**config.mk**
```make
export PLATFORM = sky130hd
export DESIGN_NAME = uart_ctrl
export DESIGN_NICKNAME = d
export VERILOG_FILES = /design/src/rtl/uart_ctrl.sv
export SDC_FILE = /design/constraint.sdc
export NUM_CORES = 1
export LEC_CHECK = 0
export CELL_PAD_IN_SITES_DETAIL_PLACEMENT = 0
export CELL_PAD_IN_SITES_GLOBAL_PLACEMENT = 1
export CORE_MARGIN = 2
export CORE_UTILIZATION = 55
export CTS_BUF_LIST = sky130_fd_sc_hd__clkbuf_8
export CTS_CLUSTER_DIAMETER = 60
export CTS_CLUSTER_SIZE = 24
export DETAILED_ROUTE_END_ITERATION = 8
export PLACE_DENSITY = 0.94
export SLEW_MARGIN = 0
export SYNTH_ARGS = -nofsm -noshare
export SYNTH_HDL_FRONTEND = slang
export SYNTH_SLANG_ARGS = --single-unit
export TNS_END_PERCENT = 30
```
**constraint.sdc**
```tcl
create_clock -name clk -period 4.55 [get_ports clk]
set_input_delay 0.91 -clock clk [delete_from_list [all_inputs] [get_ports clk]]
set_output_delay 0.91 -clock clk [all_outputs]
set_load 0.02 [all_outputs]
```
**src/rtl/uart_ctrl.sv**
```systemverilog
// uart_ctrl: runtime-configurable UART with baud tick generator, TX/RX serialisers and show-ahead FIFOs
module uart_fifo #(
    parameter int W     = 8,
    parameter int DEPTH = 16
) (
    input  logic                     clk,
    input  logic                     rstN,
    input  logic                     wr,
    input  logic [W-1:0]             wr_data,
    input  logic                     rd,
    output logic [W-1:0]             rd_data,
    output logic [$clog2(DEPTH):0]   count
);
    localparam int AW = $clog2(DEPTH);
    localparam int CW = AW + 1;
    logic [W-1:0]  mem [DEPTH];
    logic [AW-1:0] wptr, rptr;
    logic          do_wr, do_rd;
    assign do_rd   = rd && count != '0;
    assign do_wr   = wr && (count != CW'(DEPTH) || do_rd);
    assign rd_data = count == '0 ? '0 : mem[rptr];
    // pointers wrap naturally because DEPTH is a power of two
    always_ff @(posedge clk or negedge rstN)
        if (!rstN) begin
            wptr  <= '0;
            rptr  <= '0;
            count <= '0;
        end else begin
            wptr  <= wptr + AW'(do_wr);
            rptr  <= rptr + AW'(do_rd);
            count <= count + CW'(do_wr) - CW'(do_rd);
        end
    // storage needs no reset; the head is masked while empty
    always_ff @(posedge clk)
        if (do_wr) mem[wptr] <= wr_data;
endmodule

module uart_ctrl #(
    parameter int DATA_BITS  = 8,
    parameter int FIFO_DEPTH = 16,
    parameter int DIV_WIDTH  = 16,
    parameter int OVERSAMPLE = 16
) (
    input  logic                          clk,
    input  logic                          rstN,
    input  logic [DIV_WIDTH-1:0]          cfg_div,
    input  logic                          cfg_parity_en,
    input  logic                          cfg_parity_odd,
    input  logic                          cfg_two_stop,
    input  logic                          rx,
    output logic                          tx,
    input  logic                          rx_rd,
    output logic [DATA_BITS-1:0]          rx_rd_data,
    output logic                          rx_valid,
    output logic                          rx_empty,
    output logic [$clog2(FIFO_DEPTH):0]   rx_count,
    input  logic                          tx_wr,
    input  logic [DATA_BITS-1:0]          tx_wr_data,
    output logic                          tx_full,
    output logic                          tx_busy,
    output logic [2:0]                    err,
    input  logic                          err_clr
);
    localparam int SW = $clog2(OVERSAMPLE);
    localparam int BW = $clog2(DATA_BITS);
    localparam int CW = $clog2(FIFO_DEPTH) + 1;
    localparam logic [SW-1:0] LAST     = SW'(OVERSAMPLE - 1);
    localparam logic [SW-1:0] HALF     = SW'(OVERSAMPLE / 2 - 1);
    localparam logic [BW-1:0] LAST_BIT = BW'(DATA_BITS - 1);

    typedef enum logic [2:0] {IDLE, START, DATA, PARITY, STOP} state_t;

    logic [DIV_WIDTH-1:0] div_cnt, div_q;
    logic                 tick;
    assign tick = div_cnt == div_q;
    // free-running tick counter; a new divisor is picked up at each wrap
    always_ff @(posedge clk or negedge rstN)
        if (!rstN) begin
            div_cnt <= '0;
            div_q   <= '0;
        end else if (tick) begin
            div_cnt <= '0;
            div_q   <= cfg_div;
        end else begin
            div_cnt <= div_cnt + 1'b1;
        end

    state_t               tx_state, tx_state_n;
    logic [SW-1:0]        tx_cnt, tx_cnt_n;
    logic [BW-1:0]        tx_bit, tx_bit_n;
    logic [DATA_BITS-1:0] tx_sh, tx_sh_n, tx_head;
    logic                 tx_pen, tx_pen_n, tx_par, tx_par_n, tx_two, tx_two_n, tx_n, tx_pop, tx_end;
    logic [CW-1:0]        tx_count;

    uart_fifo #(.W(DATA_BITS), .DEPTH(FIFO_DEPTH)) u_tx_fifo (
        .clk(clk), .rstN(rstN), .wr(tx_wr), .wr_data(tx_wr_data),
        .rd(tx_pop), .rd_data(tx_head), .count(tx_count)
    );

    assign tx_end  = tick && tx_cnt == LAST;
    assign tx_busy = tx_state != IDLE || tx_count != '0;
    assign tx_full = tx_count == CW'(FIFO_DEPTH);

    // TX next state; a finishing stop bit reloads straight into START when data waits
    always_comb begin
        tx_state_n = tx_state;
        tx_cnt_n   = tick ? (tx_end ? '0 : tx_cnt + 1'b1) : tx_cnt;
        tx_bit_n   = tx_bit;
        tx_sh_n    = tx_sh;
        tx_pen_n   = tx_pen;
        tx_par_n   = tx_par;
        tx_two_n   = tx_two;
        tx_pop     = 1'b0;
        case (tx_state)
            START:  if (tx_end) begin
                        tx_state_n = DATA;
                        tx_bit_n   = '0;
                    end
            DATA:   if (tx_end) begin
                        tx_sh_n  = tx_sh >> 1;
                        tx_bit_n = tx_bit + 1'b1;
                        if (tx_bit == LAST_BIT) begin
                            tx_state_n = tx_pen ? PARITY : STOP;
                            tx_bit_n   = '0;
                        end
                    end
            PARITY: if (tx_end) tx_state_n = STOP;
            STOP:   if (tx_end) begin
                        tx_bit_n = tx_bit + 1'b1;
                        if (!tx_two || tx_bit != '0) tx_state_n = IDLE;
                    end
            default: ;
        endcase
        if (tx_state_n == IDLE && tx_count != '0) begin
            tx_pop     = 1'b1;
            tx_state_n = START;
            tx_cnt_n   = '0;
            tx_sh_n    = tx_head;
            tx_pen_n   = cfg_parity_en;
            tx_par_n   = ^tx_head ^ cfg_parity_odd;
            tx_two_n   = cfg_two_stop;
        end
        tx_n = tx_state_n == START ? 1'b0 : tx_state_n == DATA ? tx_sh_n[0] : tx_state_n == PARITY ? tx_par_n : 1'b1;
    end

    // TX state register; the serial line is registered and idles high
    always_ff @(posedge clk or negedge rstN)
        if (!rstN) begin
            tx_state <= IDLE;
            tx_cnt   <= '0;
            tx_bit   <= '0;
            tx_sh    <= '0;
            tx_pen   <= 1'b0;
            tx_par   <= 1'b0;
            tx_two   <= 1'b0;
            tx       <= 1'b1;
        end else begin
            tx_state <= tx_state_n;
            tx_cnt   <= tx_cnt_n;
            tx_bit   <= tx_bit_n;
            tx_sh    <= tx_sh_n;
            tx_pen   <= tx_pen_n;
            tx_par   <= tx_par_n;
            tx_two   <= tx_two_n;
            tx       <= tx_n;
        end

    logic                 rx_s1, rx_s2;
    state_t               rx_state, rx_state_n;
    logic [SW-1:0]        rx_cnt, rx_cnt_n;
    logic [BW-1:0]        rx_bit, rx_bit_n;
    logic [DATA_BITS-1:0] rx_sh, rx_sh_n;
    logic                 rx_pen, rx_pen_n, rx_podd, rx_podd_n, rx_perr, rx_perr_n;
    logic                 rx_push, rx_mid, rx_ferr, rx_ovr;

    uart_fifo #(.W(DATA_BITS), .DEPTH(FIFO_DEPTH)) u_rx_fifo (
        .clk(clk), .rstN(rstN), .wr(rx_push), .wr_data(rx_sh),
        .rd(rx_rd), .rd_data(rx_rd_data), .count(rx_count)
    );

    assign rx_empty = rx_count == '0;
    assign rx_valid = !rx_empty;
    assign rx_mid   = tick && rx_cnt == (rx_state == START ? HALF : LAST);
    assign rx_ferr  = rx_push && !rx_s2;
    assign rx_ovr   = rx_push && rx_count == CW'(FIFO_DEPTH) && !rx_rd;

    // RX next state; start is re-checked at half a bit to reject glitches
    always_comb begin
        rx_state_n = rx_state;
        rx_cnt_n   = tick ? (rx_mid ? '0 : rx_cnt + 1'b1) : rx_cnt;
        rx_bit_n   = rx_bit;
        rx_sh_n    = rx_sh;
        rx_pen_n   = rx_pen;
        rx_podd_n  = rx_podd;
        rx_perr_n  = rx_perr;
        rx_push    = 1'b0;
        case (rx_state)
            IDLE:   if (!rx_s2) begin
                        rx_state_n = START;
                        rx_cnt_n   = '0;
                        rx_pen_n   = cfg_parity_en;
                        rx_podd_n  = cfg_parity_odd;
                        rx_perr_n  = 1'b0;
                    end
            START:  if (rx_mid) begin
                        rx_state_n = rx_s2 ? IDLE : DATA;
                        rx_bit_n   = '0;
                    end
            DATA:   if (rx_mid) begin
                        rx_sh_n  = {rx_s2, rx_sh[DATA_BITS-1:1]};
                        rx_bit_n = rx_bit + 1'b1;
                        if (rx_bit == LAST_BIT) rx_state_n = rx_pen ? PARITY : STOP;
                    end
            PARITY: if (rx_mid) begin
                        rx_state_n = STOP;
                        rx_perr_n  = rx_s2 != (^rx_sh ^ rx_podd);
                    end
            STOP:   if (rx_mid) begin
                        rx_state_n = IDLE;
                        rx_push    = 1'b1;
                    end
            default: ;
        endcase
    end

    // RX synchroniser and state register
    always_ff @(posedge clk or negedge rstN)
        if (!rstN) begin
            rx_s1    <= 1'b1;
            rx_s2    <= 1'b1;
            rx_state <= IDLE;
            rx_cnt   <= '0;
            rx_bit   <= '0;
            rx_sh    <= '0;
            rx_pen   <= 1'b0;
            rx_podd  <= 1'b0;
            rx_perr  <= 1'b0;
        end else begin
            rx_s1    <= rx;
            rx_s2    <= rx_s1;
            rx_state <= rx_state_n;
            rx_cnt   <= rx_cnt_n;
            rx_bit   <= rx_bit_n;
            rx_sh    <= rx_sh_n;
            rx_pen   <= rx_pen_n;
            rx_podd  <= rx_podd_n;
            rx_perr  <= rx_perr_n;
        end

    // sticky error flags; a new event beats a simultaneous clear
    always_ff @(posedge clk or negedge rstN)
        if (!rstN) err <= '0;
        else err <= (err_clr ? 3'b000 : err) | {rx_ovr, rx_push && rx_perr, rx_ferr};
endmodule

```
==> metrics, run 1 <==
final WL 28390 um; 1st-iter DRT viols 758; Netlist Area Pre-Place 15290 sq um; worst-path maximum fanout 13; PostCTS Resize Cnt 0; status finished, final reports clean; Tcrit/Tclk final 0.9100; clock slew at reported path FFs roughly 0.13 ns; vias 8103; Placer Congestion 0.7866; CP Data Arrival Time about 3.2 ns; Post-CTS Setup Repair Bufs 0; clk_lat worst skew 0.61 ns; CTS Buffer Depth 3; First-pass DRT Iterations 5; post-synth top area cell edfxtp_1; vias in the first global route 8120; Setup Skew ~0.033 ns; Async S/R FF share, synth 0.2928; cell with the most instances after synthesis edfxtp_1; PD cells slightly above 400 nW/um^2; CTS Buf Count 27; Fillers 1956; Cell Rows 61; reg2reg end u_rx_fifo.mem[4][3]; Hold Path Class input pin to asynchronous set/reset pin; P_leak 6.445 nW; CTS tree built; Die H approximately 170 um; fin. max-slew vios 0; area delta synth->final 11.29%; Num Clock Sinks 362; CP required 3.64 ns; Detail Route Antenna Nets 0; core area 27550 sq um; Root Buffer clkbuf_8; Mapped Cells between 900 and 1k; first-pass GRT wire length 45060 um; share of cells above drive strength 1 0.1772; Chip Width 170.7 um; unrepaired setup endpoints after global routing no; Initial Utilization 0.5550; Yosys reg bits 362; Inserted Diodes 0; Slew @ Worst Pin 1.117 ns; fin crit period 4.141 ns; PortBufs 53; Synth top area share 0.5027; top cells by count, synth edfxtp_1, dfrtp_1, mux4_2; post-cts hold buffer count 0; maximum vdd drop ~300 uV; YS warnings 0; max_cap viols 0; startpoint type of the worst setup path register; vias per inst 5.838; global-route usage over all layers 0.2011; syn_area_per_cell 16.69 sq um; ys flop type edfxtp_1; Residual DRC 0; Remaining Overflow, GRT 0; reg-to-reg slack, setup 0.96 ns; Fmax 241.5 MHz; CP Capture Type output pin; H-tree levels 1; # setup viols final 0; # nets final 1052; routed wire length per instance 20.46 um; count of flip-flops with a built-in enable after synthesis between 200 and 300; Worst slew margin 0.2526; initial antenna violation count 0; Seq/Total Area, Yosys 0.6764; Fin. Hold Viols 0; reg2reg start rx_state[0]; detailed placer's ending HPWL 19340 um; crit path kind register to output pin; Area contributors post-synth edfxtp_1, dfrtp_1, mux4_2; r2r worst-path depth 6; fin util 0.6177; die area 29150 sq um; # IOs 54; Sum Neg Setup Slack 0 ns; Distinct cells, synth 65; largest net degree at the start of global routing 59; Mapped Nets 979
[kinds of logic after synthesis]
family,count (synthesis),synth area share
AO/OA/AOI/OAI,77,0.03224
buffers and inverters,72,0.02193
AND/OR/NAND/NOR,194,0.06398
multiplexers,119,0.1430
adder cells (fa/ha/maj),30,0.02553
flip-flops,362,0.6764
XOR/XNOR,62,0.03690
[per-stage QoR]
step	power, mW	std cells	setup WS [ns]	hold WS (ns)	area, sq um
2_1_floorplan	4.772	916	1.297	0.3452	15290
3_5_place_dp	5.143	1338	1.012	0.3472	16320
6_report	7.046	1388	0.4095	0.3431	17020
3_3_place_gp	5.099	1338	1.020	0.3458	16320
4_1_cts	7.121	1388	0.3434	0.3549	17020
5_1_grt	7.367	1388	0.2320	0.3735	17020
[per-layer routing]
layer	track usage	wire, um	up-vias
li1	-	-	3646
met1	0.2784	11840	4139
met2	0.3441	14420	269
met3	0.02614	1581	49
met4	0.04682	558	0
met5	0	0	-
[layout by cell type, fill, tap and decap left out, types with 12 or more instances in the layout]
cell type / n
edfxtp_1: 256
dfrtp_1: 101
mux4_2: 70
nor2_1: 62
clkdlybuf4s50_1: 52
xnor2_1: 42
inv_1: 34
ha_1: 28
buf_4: 28
nand3_1: 27
clkbuf_8: 27
nand2_1: 26
mux2_2: 20
a21oi_1: 19
xor2_1: 18
mux2i_1: 13
nor3_1: 12
[flip-flops by register name (all words and copies together) (netlist names), 4 cells and up]
name and cells:
div_cnt 16, u_tx_fifo.wptr 4, u_rx_fifo.count 5, rx_sh 8
tx_sh 8, tx_cnt 4, rx_cnt 4, u_tx_fifo.mem 128
u_rx_fifo.mem 128, u_tx_fifo.count 5, div_q 16, u_tx_fifo.rptr 4
u_rx_fifo.wptr 4, u_rx_fifo.rptr 4
[how the worst max path moves through the flow]
stage / startpoint / endpoint / cells past startpoint
after floorplan: div_cnt[2] / u_tx_fifo.count[4] / 17
after global placement: u_rx_fifo.rptr[0] / rx_rd_data[5] / 5
after detailed placement: u_rx_fifo.rptr[0] / rx_rd_data[5] / 5
after CTS: u_rx_fifo.rptr[0] / rx_rd_data[5] / 5
after global routing: u_rx_fifo.rptr[0] / rx_rd_data[5] / 5
final: u_rx_fifo.rptr[0] / rx_rd_data[5] / 5
[where the power goes]
group          total [mW]  internal (mW)  switching [mW]
sequential           3.97           3.76           0.215
clock                2.00          0.783            1.21
combinational        1.08          0.529           0.547
[layout make-up]
cell class	count	area (sq um)	area share
clock buffer	27	371.6	0.02184
clock inverter	23	324.1	0.01904
inverter	35	131.4	0.007719
multi-input combinational	482	4622	0.2716
sequential	362	10350	0.6079
tap	378	473.0	0.02779
timing repair buffer	81	750.7	0.04411
[critical path, stage by stage (launching register included)]
cell and delay (ns):
dfrtp_2 0.68, buf_4 0.27, mux4_2 0.50, mux4_2 0.48, and2_1 0.17, clkdlybuf4s50_1 0.53
(Power assumes the default switching activity.)
==> inputs of run 2 (changes only) <==
--- a/config.mk
+++ b/config.mk
@@ -13,7 +13,8 @@
 export CTS_CLUSTER_DIAMETER = 60
 export CTS_CLUSTER_SIZE = 24
 export DETAILED_ROUTE_END_ITERATION = 8
-export PLACE_DENSITY = 0.94
+export DONT_BUFFER_PORTS = 1
+export PLACE_DENSITY = 0.91
 export SLEW_MARGIN = 0
 export SYNTH_ARGS = -nofsm -noshare
 export SYNTH_HDL_FRONTEND = slang
==> run 2 against run 1 <==
Final area decreased by 3.4%. Hold slack got worse by 0.21 ns. Die area is the same. Non-clock buffer count down 66. Via count shrank 5.9%. Critical path depth is 1 lower. Clock power up 3%. Sequential share of layout area is 2.2 points higher. Total power shrank 0.50%. Sequential power rose by 2%. Maximum frequency rose by 6.1%. Register-to-register slack worse by 0.19 ns. Largest cell class unchanged. Largest power group unchanged.
==> metrics, run 2 (synthesis gave the netlist of run 1 again) <==
Placer Congestion 0.7691 (-2.2%); max incr delay on CP 0.89 ns (+0.21 ns); Initial Utilization 0.5550 (unchanged); Hold Path Class input pin to asynchronous set/reset pin; clk_lat worst skew 0.62 ns (about the same); most frequent cells in the layout edfxtp_1, dfrtp_1, mux4_2; fin. max-slew vios 0 (unchanged); cell family with most CP delay flip-flops; CTS tree built; core area 27550 sq um (unchanged); 1st-iter DRT viols 673 (-11%); H-tree levels 1 (unchanged); Logic pwr share 0.128 (-0.025); vias in the first global route 7736 (-4.7%); Num Clock Sinks 362 (unchanged); First-pass DRT Iterations 5 (unchanged); biggest regs u_rx_fifo.mem (128), u_tx_fifo.mem (128); post-cts hold buffer count 1 (+1); PD cells 426.6 nW/um^2 (+3.0%); routed wire length per instance 20.28 um (-0.87%); CTS Buf Count 28 (+3.7%); Chip Width 170.7 um (unchanged); startpoint type of the worst setup path register; CP Data Arrival Time 2.99 ns (-0.24 ns); Residual DRC 0 (unchanged); unrepaired setup endpoints after global routing no; CTS Buffer Depth 3 (unchanged); Post-CTS Setup Repair Bufs 0 (unchanged); Detail Route Antenna Nets 0 (unchanged); most common cell after layout, fill and taps aside edfxtp_1; Fmax 256.3 MHz (+6.1%); global-route usage over all layers 0.1908 (-0.01028); vias 7628 (-5.9%); P_sw 1.976 mW (about the same); largest net degree at the start of global routing 104 (+76%); # IOs 54 (unchanged); # setup viols final 0 (unchanged); Die H 170.7 um (unchanged); worst-path maximum fanout 18 (+5); PortBufs 0 (-100%); Sum Neg Setup Slack 0 ns (unchanged); Cell Rows 61 (unchanged); Remaining Overflow, GRT 0 (unchanged); status finished, final reports clean; final WL 26830 um (-5.5%); area delta synth->final 7.462%; Flop pwr share 0.577 (+0.013); maximum vdd drop 494.7 uV (+63%); initial antenna violation count 1 (+1); CP required 3.64 ns (about the same); Tcrit/Tclk final 0.8577 (-0.05234); detailed placer's ending HPWL 18060 um (-6.6%); Critical-path top delay cell dfrtp_1; hold slack 0.1354 ns (-0.2077 ns); post-route insts no fill 1323 (-4.7%); fin crit period 3.902 ns (-0.2381 ns); PnR worst setup slack 0.6476 ns (+0.2381 ns); WP buf/inv 1 (-1); CP dominant cell by count mux4_2; max_cap viols 0 (unchanged); Root Buffer clkbuf_8; Inserted Diodes 0 (unchanged); crit path kind register to output pin; P_leak 6.197 nW (-3.8%); vias per inst 5.766 (-1.2%); Critical Path, Cell by Cell buf_4 > mux4_2 > mux4_2 > and2_1; die area 29150 sq um (unchanged); Sw Share 0.2819 (+0.001625); first-pass GRT wire length 42740 um (-5.2%); share of cells above drive strength 1 0.1767 (-0.0005081); clock slew at reported path FFs 0.12 ns (about the same); Slew @ Worst Pin 0.9081 ns (-0.2088 ns); Setup Skew 0.04271 ns (+0.009671 ns); CP Capture Type output pin; clock network power share 0.295 (+0.012); Worst slew margin 0.3924 (+0.1397); Fin. Hold Viols 0 (unchanged); # nets final 987 (-6.2%); pre-CTS setup slack 0.8276 ns (-0.1842 ns); Pint 5.035 mW (-0.72%); Placed Instances 1271 (-5.0%); PostCTS Resize Cnt 0 (unchanged)
==> run 2: layout make-up <==
cell class	count	area, sq um
clock buffer	28	385.4
clock inverter	23	329.1
fill	1972	11120
inverter	35	131.4
multi-input combinational	482	4622
sequential	362	10350
tap	378	473.0
timing repair buffer	15	145.1
==> run 2: metal layers <==
layer  GRT usage  vias to the layer above  share of wire
met5           0                        -        0.00041
met4     0.04682                        2          0.021
met3     0.03077                       46          0.048
met2      0.3272                      156           0.50
met1      0.2583                     3908           0.43
li1            -                     3516              -
==> run 2: path summary, 6_finish.rpt <==
path / startpoint / endpoint / slack [ns] / cells past startpoint
worst max-delay path: u_rx_fifo.rptr[1] / rx_rd_data[6] / 0.65 / 4
worst min register to register: rx_s1 / rx_s2 / 0.38 / 0
max in group asynchronous: rstN / u_tx_fifo.rptr[1] / 3.88 / 1
worst max register to register: div_cnt[2] / u_tx_fifo.count[4] / 0.77 / 16
worst min-delay path: rstN / rx_s1 / 0.14 / 0
min in group clk: rx / rx_s1 / 0.29 / 0
==> run 2: stage by stage <==
step | total power [mW] | area, sq um | util
finish | 7.011 | 16430 | 0.5964
CTS | 7.093 | 16430 | 0.5964
global route | 7.321 | 16430 | 0.5964
floorplan | 4.772 | 15290 | -
global placement | 4.976 | 15690 | 0.5695
detailed placement | 5.018 | 15690 | 0.5695
==> run 2: worst reg2reg max path, cell delays in order (launching register included) <==
cell     delay (ns)
dfrtp_1        0.45
xnor2_1        0.22
nand4_1        0.20
nor4_4         0.56
a31oi_1        0.20
or2_1          0.40
inv_2          0.29
ha_1           0.29
inv_1          0.06
ha_1           0.15
inv_1          0.05
fa_1           0.39
inv_1          0.07
a21oi_1        0.06
nor2_1         0.08
nor2_1         0.06
xnor2_1        0.12
==> run 2: power by group through the flow <==
stage,clock network [mW],logic (mW),registers (mW)
floorplan,0,0.817,3.96
global placement,0,0.869,4.11
detailed placement,0,0.889,4.13
CTS,2.12,0.912,4.06
global route,2.23,0.994,4.09
finish,2.07,0.894,4.05
==> inputs of run 3 (changes only) <==
--- a/config.mk
+++ b/config.mk
@@ -5,16 +5,17 @@
 export SDC_FILE = /design/constraint.sdc
 export NUM_CORES = 1
 export LEC_CHECK = 0
+export ABC_AREA = 1
 export CELL_PAD_IN_SITES_DETAIL_PLACEMENT = 0
 export CELL_PAD_IN_SITES_GLOBAL_PLACEMENT = 1
 export CORE_MARGIN = 2
-export CORE_UTILIZATION = 55
+export CORE_UTILIZATION = 53
 export CTS_BUF_LIST = sky130_fd_sc_hd__clkbuf_8
 export CTS_CLUSTER_DIAMETER = 60
 export CTS_CLUSTER_SIZE = 24
 export DETAILED_ROUTE_END_ITERATION = 8
 export DONT_BUFFER_PORTS = 1
-export PLACE_DENSITY = 0.91
+export PLACE_DENSITY = 0.93
 export SLEW_MARGIN = 0
 export SYNTH_ARGS = -nofsm -noshare
 export SYNTH_HDL_FRONTEND = slang
==> run 3 against run 2 <==
First-iteration DRC count grew 19%. Maximum frequency grew 2.5%. Area after synthesis grew 4.9%. Final area grew 3.3%. Worst setup slack gained 0.097 ns. Sequential share of layout area shrank 2.0 points. Via count grew 39%. Flip-flop and latch count is the same. Highest routed layer is now met4.
==> metrics, run 3 <==
status finished, final reports clean; post-synth top area cell edfxtp_1; CP Data Arrival Time 2.90 ns (-0.09 ns); ys flop type edfxtp_1; simple-gate share of the synthesized area 0.1813 (+0.1173); unrepaired setup endpoints after global routing no; clock network power share 0.236 (-0.059); area delta synth->final 5.859%; crit path kind register to output pin; reg-to-reg slack, setup 1.11 ns (+0.34 ns); Inserted Diodes 0 (unchanged); syn_area_per_cell 10.44 sq um (-37%); P_leak 7.128 nW (+15%); Sw Share 0.3368 (+0.05491); Tcrit/Tclk final 0.8364 (-0.02128); PD cells 437.2 nW/um^2 (+2.5%); Slew @ Worst Pin 0.9197 ns (+0.01159 ns); Fmax 262.8 MHz (+2.5%); fin crit period 3.806 ns (-0.09684 ns); H-tree levels 1 (unchanged); top cells by count, synth nand2_1, edfxtp_1, nor2_1; Detail Route Antenna Nets 0 (unchanged); Initial Utilization 0.5397 (-0.01533); Distinct cells, synth 44 (-32%); Chip Width 178.0 um (+4.2%); clock slew at reported path FFs 0.13 ns (about the same); PnR worst setup slack 0.7444 ns (+0.09684 ns); Mapped Nets 1599 (+63%); 1st-iter DRT viols 802 (+19%); # nets final 1583 (+60%); vias per inst 5.499 (-4.6%); Final Instance Area 16980 sq um (+3.3%); final WL 33700 um (+26%); P_sw 2.500 mW (+27%); compound-gate portion of the synthesized area 0.07747 (+0.04523); initial antenna violation count 0 (-1); CTS tree built; Fin. Hold Viols 0 (unchanged); Logic pwr share 0.236 (+0.108); PostCTS Resize Cnt 0 (unchanged); most frequent cells in the layout nand2_1, edfxtp_1, nor2_1; Residual DRC 0 (unchanged); Cell Rows 63 (+3.3%); count of flip-flops with a built-in enable after synthesis 256 (unchanged); Seq/Total Area, Yosys 0.6450 (-0.03145); largest net degree at the start of global routing 82 (-21%); Placer Congestion 0.8532 (+11%); PortBufs 0 (unchanged); max incr delay on CP 0.92 ns (+0.03 ns); First-pass DRT Iterations 5 (unchanged); Synth top area share 0.4793 (-0.02337); CTS Buf Count 25 (-11%); Critical-path top delay cell dfrtp_1; Adder-Cell Fraction of Synth Area 0.02434 (-0.001187); share of cells above drive strength 1 0.06567 (-0.1110); Pint 4.923 mW (-2.2%); fin. max-slew vios 0 (unchanged); # IOs 54 (unchanged); dpl cell area 16370 sq um (+4.4%); detailed placer's ending HPWL 21300 um (+18%); Netlist Area Pre-Place 16040 sq um (+4.9%); Post-CTS Setup Repair Bufs 0 (unchanged); die area 31670 sq um (+8.6%); largest family of logic cells by synthesized area simple AND/OR/NAND/NOR gates; Yosys reg bits 362 (unchanged); Flop pwr share 0.528 (-0.049); Remaining Overflow, GRT 0 (unchanged); startpoint type of the worst setup path register; vias 10.60k (+39%); routed wire length per instance 17.48 um (-14%); clk_lat worst skew 0.59 ns (-0.03 ns); YS warnings 0 (unchanged); biggest regs u_rx_fifo.mem (128), u_tx_fifo.mem (128); xor/xnor share of the synthesized area 0.01693 (-0.01997); cell with the most instances after synthesis nand2_1; max_cap viols 0 (unchanged); Num Clock Sinks 362 (unchanged); multi-input combinational cell area 4853 sq um (+5.0%); maximum vdd drop 316.6 uV (-36%); mux contribution to synthesized area 0.002575 (-0.1404); FF/Latch Area 10340 sq um (about the same); CP Capture Type output pin; Sum Neg Setup Slack 0 ns (unchanged); Hold Path Class input pin to asynchronous set/reset pin; CP required 3.64 ns (about the same); Die H 178.0 um (+4.2%); total power draw 7.423 mW (+5.9%); Async S/R FF share, synth 0.2928 (unchanged); hold slack 0.1263 ns (-0.009110 ns); vias in the first global route 10.18k (+32%); Worst slew margin 0.3846 (-0.007753); Setup Skew 0.03226 ns (-0.01045 ns); Critical Path, Cell by Cell buf_4 > o21ai_0 > o22ai_1 > nor2_1 > nor2_1 > o21ai_0 > a21oi_1; global-route usage over all layers 0.2167 (+0.02590); Mapped Cells 1536 (+68%); CTS Buffer Depth 3 (unchanged); first-pass GRT wire length 53440 um (+25%); worst-path maximum fanout 23 (+5); core area 29720 sq um (+7.9%); Root Buffer clkbuf_8; most common cell after layout, fill and taps aside nand2_1; # setup viols final 0 (unchanged); Fillers 2497 (+27%); Area contributors post-synth edfxtp_1, dfrtp_1, nand2_1; pre-CTS setup slack 1.103 ns (+0.2752 ns)
==> run 3: final cells by class <==
| type | count | area share |
|---|---|---|
| sequential | 362 | 0.6093 |
| multi-input combinational | 959 | 0.2859 |
| inverter | 157 | 0.03479 |
| tap | 390 | 0.02874 |
| clock buffer | 25 | 0.02027 |
| clock inverter | 20 | 0.01245 |
| timing repair buffer | 15 | 0.008549 |
==> run 3: power groups by stage <==
stage               logic, mW  registers, mW  clock network [mW]
finish                   1.75           3.92                1.75
CTS                      1.75           3.92                1.78
global placement         1.67           3.99                   0
global route             1.98           3.95                1.90
detailed placement       1.72           3.99                   0
floorplan                1.30           3.91                   0
==> run 3: final timing paths <==
path	startpoint	endpoint	cells after the start
setup / recovery	u_rx_fifo.rptr[1]	rx_rd_data[1]	7
hold / removal	rstN	err[1]	1
setup reg to reg	div_cnt[6]	u_rx_fifo.count[4]	20
hold reg to reg	rx_s1	rx_s2	0
max in group asynchronous	rstN	u_rx_fifo.count[0]	1
min in group clk	rx	rx_s1	0
==> run 3: stage by stage <==
stage,std cells,utilization
floorplan,1536,-
global placement,1881,0.5510
detailed placement,1881,0.5510
CTS,1928,0.5713
global route,1928,0.5713
finish,1928,0.5713
==> run 3: layer usage <==
layer	vias up	global-route usage	routed length, um
met2	327	0.3695	16670
met4	0	0.06011	792
met1	5066	0.2905	13940
met5	-	0	0
met3	52	0.03256	2295
li1	5157	-	-
==> run 3: kinds of logic (layout without fill, tap and decap cells) <==
| logic type | count (synthesis) | in the layout |
|---|---|---|
| and+or+nand+nor | 673 | 673 |
| DFF | 362 | 362 |
| AOI/OAI and AO/OA | 221 | 221 |
| buffers and inverters | 215 | 217 |
| xor gates and xnor gates | 31 | 31 |
| adders and majority gates | 30 | 30 |
| muxes | 4 | 4 |
==> run 3: worst max-delay path, delay by kind of cell (launching register included) <==
kind            cells  cell delay [ns]
simple gates        2             0.13
flops               1             0.92
buf+inv             1             0.32
compound gates      4             0.93
==> run 3: timing repair <==
action                     4_1_cts  5_1_grt
hold buffers                     2        0
setup endpoints to repair        0        0
hold endpoints to repair        81        0
